### config.mk
export PLATFORM = sky130hd
export DESIGN_NAME = muldiv_unit
export DESIGN_NICKNAME = d
export VERILOG_FILES = /design/src/rtl/muldiv_unit.sv
export SDC_FILE = /design/constraint.sdc
export NUM_CORES = 1
export LEC_CHECK = 0
export CORE_MARGIN = 5
export CORE_UTILIZATION = 42
export CTS_CLUSTER_DIAMETER = 80
export CTS_CLUSTER_SIZE = 10
export DETAILED_ROUTE_END_ITERATION = 10
export MAX_ROUTING_LAYER = met4
export PLACE_DENSITY_LB_ADDON = 0.25
export RECOVER_POWER = 100
export SLEW_MARGIN = 20
export SYNTH_ARGS = -nofsm -noshare
export SYNTH_HDL_FRONTEND = slang
export SYNTH_SLANG_ARGS = --single-unit
### constraint.sdc
create_clock -name clk -period 11.35 [get_ports clk]
set_input_delay 2.27 -clock clk [delete_from_list [all_inputs] [get_ports clk]]
set_output_delay 2.27 -clock clk [all_outputs]
set_load 0.005 [all_outputs]
### src/rtl/muldiv_unit.sv
// Iterative RV32M multiply/divide unit.
// One operation at a time: radix-2 shift-add multiply or restoring divide,
// XLEN iteration cycles each. Divide-by-zero and signed overflow skip the
// iterations and finish one cycle after accept. flush aborts silently.
module muldiv_unit #(
    parameter int XLEN = 32
) (
    input  logic            clk,
    input  logic            rstn,
    input  logic            start,
    input  logic [2:0]      funct3,
    input  logic [XLEN-1:0] op_a,
    input  logic [XLEN-1:0] op_b,
    input  logic            flush,
    output logic            busy,
    output logic            done,
    output logic [XLEN-1:0] result
);

    localparam int CW = $clog2(XLEN);

    typedef enum logic [1:0] {IDLE, MUL, DIV, DONE} state_t;

    state_t          state_reg, state_next;
    logic [CW-1:0]   count_reg, count_next;
    // hi/lo: product halves while multiplying, remainder/quotient while dividing
    logic [XLEN-1:0] hi_reg, hi_next, lo_reg, lo_next;
    // multiplicand magnitude or divisor
    logic [XLEN-1:0] opnd_reg, opnd_next;
    logic [XLEN-1:0] result_reg, result_next;
    logic [1:0]      op_reg, op_next;
    logic            neg_reg, neg_next, rneg_reg, rneg_next;

    // accept-time decode
    logic            accept, is_div, a_signed, b_signed, a_neg, b_neg;
    logic            div_zero, div_ovf, fast;
    logic [XLEN-1:0] mag_a, mag_b, min_neg, fast_res;

    assign min_neg  = {1'b1, {(XLEN-1){1'b0}}};
    assign accept   = (state_reg == IDLE) & start & ~flush;
    assign is_div   = funct3[2];
    assign a_signed = (funct3[1:0] != 2'b11) & ~(is_div & funct3[0]);
    assign b_signed = is_div ? ~funct3[0] : ~funct3[1];
    assign a_neg    = a_signed & op_a[XLEN-1];
    assign b_neg    = b_signed & op_b[XLEN-1];
    assign mag_a    = a_neg ? -op_a : op_a;
    assign mag_b    = b_neg ? -op_b : op_b;
    assign div_zero = (op_b == '0);
    assign div_ovf  = ~funct3[0] & (op_a == min_neg) & (&op_b);
    assign fast     = is_div & (div_zero | div_ovf);
    assign fast_res = div_zero ? (funct3[1] ? op_a : '1)
                               : (funct3[1] ? '0 : min_neg);

    // one iteration step and the sign-corrected final result
    logic [XLEN:0]     add_sum, shifted, diff;
    logic [XLEN-1:0]   iter_hi, iter_lo, fin_res, quo_fin, rem_fin;
    logic [2*XLEN-1:0] prod, prod_fin;

    // datapath: shift-add step, restoring-divide step, final result select
    always_comb begin
        add_sum  = {1'b0, hi_reg} + (lo_reg[0] ? {1'b0, opnd_reg} : '0);
        shifted  = {hi_reg, lo_reg[XLEN-1]};
        diff     = shifted - {1'b0, opnd_reg};
        iter_hi  = hi_reg;
        iter_lo  = lo_reg;
        if (state_reg == MUL) begin
            iter_hi = add_sum[XLEN:1];
            iter_lo = {add_sum[0], lo_reg[XLEN-1:1]};
        end else if (!diff[XLEN]) begin
            iter_hi = diff[XLEN-1:0];
            iter_lo = {lo_reg[XLEN-2:0], 1'b1};
        end else begin
            iter_hi = shifted[XLEN-1:0];
            iter_lo = {lo_reg[XLEN-2:0], 1'b0};
        end
        prod     = {iter_hi, iter_lo};
        prod_fin = neg_reg ? -prod : prod;
        quo_fin  = neg_reg ? -iter_lo : iter_lo;
        rem_fin  = rneg_reg ? -iter_hi : iter_hi;
        if (state_reg == MUL)
            fin_res = (op_reg == 2'b00) ? prod_fin[XLEN-1:0] : prod_fin[2*XLEN-1:XLEN];
        else
            fin_res = op_reg[1] ? rem_fin : quo_fin;
    end

    // next-state and register-update logic; flush overrides everything
    always_comb begin
        state_next  = state_reg;
        count_next  = count_reg;
        hi_next     = hi_reg;
        lo_next     = lo_reg;
        opnd_next   = opnd_reg;
        result_next = result_reg;
        op_next     = op_reg;
        neg_next    = neg_reg;
        rneg_next   = rneg_reg;
        case (state_reg)
            IDLE: begin
                if (accept) begin
                    op_next    = funct3[1:0];
                    count_next = '0;
                    neg_next   = a_neg ^ b_neg;
                    rneg_next  = a_neg;
                    hi_next    = '0;
                    if (fast) begin
                        result_next = fast_res;
                        state_next  = DONE;
                    end else if (is_div) begin
                        lo_next    = mag_a;
                        opnd_next  = mag_b;
                        state_next = DIV;
                    end else begin
                        lo_next    = mag_b;
                        opnd_next  = mag_a;
                        state_next = MUL;
                    end
                end
            end
            MUL, DIV: begin
                hi_next    = iter_hi;
                lo_next    = iter_lo;
                count_next = count_reg + 1'b1;
                if (count_reg == CW'(XLEN-1)) begin
                    result_next = fin_res;
                    state_next  = DONE;
                end
            end
            default: state_next = IDLE;
        endcase
        if (flush) begin
            state_next  = IDLE;
            count_next  = '0;
            result_next = result_reg;
        end
    end

    // state and datapath registers
    always_ff @(posedge clk or negedge rstn) begin
        if (!rstn) begin
            state_reg  <= IDLE;
            count_reg  <= '0;
            hi_reg     <= '0;
            lo_reg     <= '0;
            opnd_reg   <= '0;
            result_reg <= '0;
            op_reg     <= '0;
            neg_reg    <= 1'b0;
            rneg_reg   <= 1'b0;
        end else begin
            state_reg  <= state_next;
            count_reg  <= count_next;
            hi_reg     <= hi_next;
            lo_reg     <= lo_next;
            opnd_reg   <= opnd_next;
            result_reg <= result_next;
            op_reg     <= op_next;
            neg_reg    <= neg_next;
            rneg_reg   <= rneg_next;
        end
    end

    assign busy   = (state_reg == MUL) || (state_reg == DIV);
    assign done   = (state_reg == DONE);
    assign result = result_reg;

endmodule

==> results of run 1 <==
-- power breakdown --
| group | switching (uW) | internal, uW |
|---|---|---|
| combinational | 3540 | 1760 |
| sequential | 249 | 717 |
| clock | 267 | 334 |
-- layer usage --
| layer | up-vias | global-route usage, % | wire (um) |
|---|---|---|---|
| li1 | 8448 | - | - |
| met1 | 8903 | 46.0 | 32400 |
| met2 | 1018 | 47.2 | 31300 |
| met3 | 195 | 6.79 | 6750 |
| met4 | 0 | 15.3 | 3740 |
| met5 | - | - | 0 |
-- metrics by stage --
| step | hold WS [ns] | setup slack [ns] | cell area (um^2) | cells |
|---|---|---|---|---|
| 2_1_floorplan | 0.464 | 5.95 | 16600 | 2293 |
| 4_1_cts | 0.503 | 4.57 | 18600 | 2840 |
| 5_1_grt | 0.514 | 2.68 | 18500 | 2847 |
| 3_3_place_gp | 0.474 | 4.48 | 18000 | 2808 |
| 3_5_place_dp | 0.488 | 4.41 | 18000 | 2808 |
| 6_report | 0.497 | 3.22 | 18500 | 2848 |
-- layout make-up --
cell class / count / area (um^2) / area share (%)
diodes: 8 / 20.0 / 0.108
repair buffers: 129 / 1200 / 6.48
flip-flops and latches: 139 / 3480 / 18.8
inverters: 74 / 278 / 1.50
well taps: 525 / 657 / 3.54
clock buffers: 18 / 439 / 2.37
multi-input cells: 1941 / 12300 / 66.4
clock inverters: 14 / 158 / 0.850
-- logic make-up after synthesis --
logic type | share of synthesized area, %
AO/OA/AOI/OAI | 31.3
flip-flops | 20.9
XOR/XNOR | 8.27
buffers and inverters | 5.25
multiplexers | 4.42
AND/OR/NAND/NOR | 24.1
adder cells (fa/ha/maj) | 5.81
-- cell usage in the layout (no fill, tap or decap), types with 13 or more instances in the layout --
cell type / count
a211oi_1: 32
a21o_1: 31
a21oi_1: 218
a22o_1: 16
a31oi_1: 30
and2_1: 49
and3_1: 21
buf_4: 21
clkbuf_16: 17
clkdlybuf4s50_1: 66
dfrtp_1: 138
dlygate4sd3_1: 36
ha_1: 73
inv_1: 73
mux2_2: 20
mux2i_1: 51
nand2_1: 230
nand2b_1: 22
nand3_1: 42
nand4_1: 29
nor2_1: 247
nor2b_1: 19
nor3_1: 55
nor4_1: 21
o211a_1: 13
o211ai_1: 32
o21a_1: 13
o21ai_0: 215
o21ai_1: 14
o31ai_1: 40
or3_1: 27
xnor2_1: 83
xor2_1: 74
-- worst register-to-register path, cell delays in order, from the launching register on --
cell	delay, ns
dfrtp_1	0.41
inv_1	0.09
ha_1	0.17
inv_1	0.05
fa_1	0.42
a211oi_1	0.29
o211a_1	0.27
nand4bb_1	0.19
a211oi_4	0.16
o21ai_4	0.64
nand2_4	0.36
mux2_2	0.37
a21oi_1	0.48
ha_1	0.36
nand2_1	0.07
a211o_1	0.34
nor4_1	0.75
nand3_2	0.30
o31ai_1	0.33
xnor2_1	0.11
a221oi_1	0.42
o221ai_1	0.15
-- how the worst min path moves through the flow --
| stage | to |
|---|---|
| 3_5_place_dp | opnd_reg[28] |
| 3_3_place_gp | result[5] |
| 5_1_grt | result[7] |
| 4_1_cts | opnd_reg[28] |
| 2_1_floorplan | opnd_reg[10] |
| 6_report | result[5] |
==> run_results.csv, run 1 <==
group,metric,value,unit
grt,antenna_found_initial,8,
timing,period_needed,8.13,ns
yosys,synth_edf_count,0,
route,vias,18600,
floorplan,die_area,43700,um^2
floorplan,initial_core_util,42.2,%
yosys,async_flop_share,100,%
critical_path,timing.critical_path.from,"funct3[2]",
timing,rsz0062_at_grt,"false",
yosys,synthCells,2293,
cts,post_cts_resized,0,
power_and_ir_drop,p_leak,0.00741,uW
cts,post_cts.repair.setup_buffers,0,
cts,clk_pin_slew,0.07,ns
power_and_ir_drop,power,6870,uW
cts,htree_levels,4,
route,drc,0,
timing,post-route-period-util,71.7,%
hold_path,hold_depth,2,
hold_path,min_from,"result[5]",
yosys,synth_top_area_cell,"dfrtp_1",
route,routed_via_density,6.52,
cells_and_area,post-route-util,47.0,%
critical_path,start_kind,"input port",
critical_path,r2r_end,"result[28]",
critical_path,r2r_cells,21,
critical_path,slowest_delay,2.78,ns
floorplan,io_pins,105,
cts,insertion_delay,0.46,ns
yosys,synth_common_cells,"247 x nor2_1, 230 x nand2_1, 218 x a21oi_1",
route,avgRoutedWirePerCell,26.0,um
timing,fmax,123,MHz
floorplan,dieHeight,209,um
grt,grt_max_degree,108,
yosys,synth_fp_nets,2440,
timing,setup_viol,0,
cts,clock-sinks,139,
critical_path,arrival,8.43,ns
critical_path,cp_cell_sequence,"clkbuf_1 -> clkbuf_1 -> o21ai_0 -> and2_0 -> o31ai_1 -> xor2_1 -> nor2_1 -> a21oi_1 -> o21ai_0",
critical_path,cp-endpoint,"opnd_reg[20]",
route,finalWirelength,74.2,mm
power_and_ir_drop,ir_drop,0.000199,V
floorplan,die_w,209,um
cells_and_area,drive_gt1_share,5.27,%
grt,grt_pass1_vias,17000,
yosys,synth_ff_type,"dfrtp_1",
place,globalplace.congestion,1.01,
critical_path,endpoint_kind,"flip-flop",
critical_path,cp_slowest_cell,"clkbuf_1",
yosys,synth_cell_types,97,
critical_path,crit_family,"buffers and inverters",
yosys,yosysSeqAreaShare,20.9,%
run_status,failed_checks,"capacitance limit, slew limit",
critical_path,crit_fanout,107,
yosys,synth.avg_cell_area,7.25,um^2
critical_path,r2r-start,"lo_reg[31]",
critical_path,worstPathRequired,11.65,ns
route,ant_nets,0,
timing,slew_headroom,-187,%
cts,cts.hold.buffers_added,0,
place,hpwl,57.8,mm
place,io_buffers,104,
cells_and_area,num-fill-cells,4061,
critical_path,critPathKind,"in2reg",
run_status,status,"complete, but fails checks",
cts,cts_buffer_depth,2,
cells_and_area,area_delta_synth_final,11.4,%
cts,cts_tree,"yes",
yosys,ys_warn_count,0,
timing,finalClockSkew,0.0142,ns
run,cap_violations,6,
floorplan,core,39500,um^2
route,drt_iter0_markers,2560,
route,drtPass1Iterations,7,
hold_path,hold_path_class,"reg2reg",
timing,tightestPinTransition,4.31,ns
yosys,synth_top_area_share,20.9,%
timing,fin_setup_tns,0,ns
cts,cts_root_buf,"clkbuf_16",
grt,grt_overflow,0,
yosys,synth_area_leaders,"dfrtp_1 21%, a21oi_1 6.6%, o21ai_0 6.4%",
cts,cts_inserted_buffers,17,
timing,slew_violations,348,
critical_path,r2r_slack,4.43,ns
yosys,netlist_area,16600,um^2
floorplan,num_rows,73,
yosys,synth_seq_cells,139,
grt,globalRouteTotalUtil,33.4,%
cells_and_area,fin_nets,2449,
timing,hold_viol,0,
power_and_ir_drop,powerDensity,371,nW/um^2
grt,grt_pass1_wl,109,mm
yosys,yosysMostFrequentCell,"nor2_1",
critical_path,cp_num_cells,9,
critical_path,worst-path-buf-inv,2,
No activity file was read; power rests on OpenSTA's default activity.
==> run 2, diff against run 1 <==
- clock period: 11.35 -> 8.4 ns (I/O delays scaled with it)
==> run 2 against run 1 <==
The flow still finishes with violations (capacitance limit, slew limit). Sequential power grew 31%. Clock skew shrank 0.00056 ns. Total power grew 34%. Sequential share of layout area is essentially flat. Hold slack lost 0.017 ns. Via count shrank 0.13%. Clock power grew 37%. Non-clock buffer count grew 4. Count of clock-buffer cells in the layout is the same. Cell count grew 0.14%. First-iteration DRC count grew 7.0%. Largest cell class unchanged. Highest routed layer unchanged.
==> run_results.csv, run 2 (synthesized netlist as in run 1, its figures left out) <==
group,metric,value,unit
place,dpl_cell_area,18000,um^2
power_and_ir_drop,powerDensity,498,nW/um^2
power_and_ir_drop,p_leak,0.00740,uW
critical_path,arrival,8.02,ns
cells_and_area,drive_gt1_share,5.09,%
timing,setup_viol,0,
critical_path,r2r_cells,14,
cts,clock-sinks,139,
cts,cts_root_buf,"clkbuf_16",
floorplan,die_w,209,um
run_status,status,"complete, but fails checks",
floorplan,dieHeight,209,um
place,hpwl,56.7,mm
timing,hold_viol,0,
floorplan,core,39500,um^2
hold_path,hold_depth,2,
route,drtPass1Iterations,8,
run,cap_violations,7,
timing,post-route-period-util,91.6,%
cts,cts.hold.buffers_added,0,
critical_path,r2r_end,"result[29]",
cells_and_area,final_common_cell,"nor2_1",
place,globalplace.congestion,1.09,
route,ant_nets,0,
timing,tightestPinTransition,4.53,ns
power_and_ir_drop,power,9230,uW
grt,grt_pass1_wl,108,mm
floorplan,num_rows,73,
timing,slew_headroom,-202,%
run_status,failed_checks,"capacitance limit, slew limit",
grt,grt_overflow,0,
cts,clk_pin_slew,0.07,ns
timing,period_needed,7.69,ns
route,drt_iter0_markers,2738,
cells_and_area,area_delta_synth_final,11.5,%
critical_path,crit_fanout,35,
hold_path,holdPathEnd,"result[2]",
critical_path,r2r-start,"hi_reg[16]",
timing,slew_violations,334,
place,pre_cts_ws,1.59,ns
cts,cts_tree,"yes",
route,drc,0,
critical_path,endpoint_kind,"flip-flop",
critical_path,start_kind,"flip-flop",
cts,htree_levels,4,
route,vias,18500,
cts,insertion_delay,0.47,ns
hold_path,min_from,"result[2]",
grt,globalRouteTotalUtil,32.9,%
floorplan,io_pins,105,
timing,rsz0062_at_grt,"false",
critical_path,r2r_slack,0.71,ns
floorplan,die_area,43700,um^2
grt,grt_max_degree,103,
timing,finalClockSkew,0.0136,ns
cells_and_area,fin_nets,2453,
cells_and_area,instances_no_fill,2852,
timing,fmax,130,MHz
route,avgRoutedWirePerCell,25.6,um
route,routed_via_density,6.50,
timing,fin_setup_tns,0,ns
floorplan,initial_core_util,42.2,%
cells_and_area,stdcell_area,18500,um^2
route,finalWirelength,72.9,mm
grt,antenna_found_initial,8,
cells_and_area,final_cell_mix,"247 x nor2_1, 230 x nand2_1, 219 x o21ai_0",
place,dp_cells,2812,
place,io_buffers,104,
power_and_ir_drop,ir_drop,0.000265,V
timing,postLayoutSetupSlackWorst,0.709,ns
critical_path,critPathKind,"reg2reg",
hold_path,hold_path_class,"reg2reg",
critical_path,worstPathRequired,8.73,ns
cts,cts_buffer_depth,2,
cts,post_cts_resized,0,
cts,cts_inserted_buffers,17,
grt,grt_pass1_vias,16700,
cts,post_cts.repair.setup_buffers,0,
-- run 2: layout make-up --
cell class / instances / area [um^2]
Timing Repair Buffer: 133 / 1220
Clock buffer: 18 / 439
Tap cell: 525 / 657
Inverter: 74 / 278
Sequential cell: 139 / 3480
Clock inverter: 14 / 170
Multi-Input combinational cell: 1941 / 12300
Fill cell: 4046 / 20900
Antenna cell: 8 / 20.0
-- run 2: per-stage QoR --
stage / hold WS, ns / utilization [%]
final: 0.481 / 47.0
after global routing: 0.502 / 47.0
after CTS: 0.489 / 47.1
after detailed placement: 0.475 / 45.6
after global placement: 0.467 / 45.6
after floorplan: 0.464 / -
-- run 2: critical path: stages, from the launching register on --
cell and delay [ns]:
dfrtp_1 0.44, ha_1 0.48, nand4_1 0.28, nor2_1 0.30, nand4bb_1 0.23, a211oi_4 0.66
o21a_1 1.17, nor3_1 0.27, a211oi_1 1.30, a32o_1 0.53, nand3_1 0.24, o41ai_1 0.87
mux2i_1 0.26, nor2_1 0.06, o41ai_1 0.45
-- run 2: power breakdown --
| part | switching [uW] | internal (uW) |
|---|---|---|
| sequential | 303 | 970 |
| clock | 346 | 475 |
| combinational | 4760 | 2380 |
| total | 5410 | 3820 |
-- run 2: metal layers --
metal	vias to the layer above	share of wire (%)	track usage [%]	wire, um
li1	8459	-	-	-
met1	8862	42	43.8	30700
met2	1066	44	48.4	32000
met3	152	9.3	6.82	6820
met4	0	4.6	14.4	3380
met5	-	0	-	0
-- run 2: worst max-delay path by stage --
stage | cells past startpoint | endpoint | start
finish | 14 | result[29] | hi_reg[16]
global route | 19 | result[14] | hi_reg[16]
detailed placement | 18 | result[14] | hi_reg[16]
global placement | 18 | result[14] | hi_reg[16]
CTS | 18 | result[14] | hi_reg[16]
floorplan | 25 | result[14] | lo_reg[31]
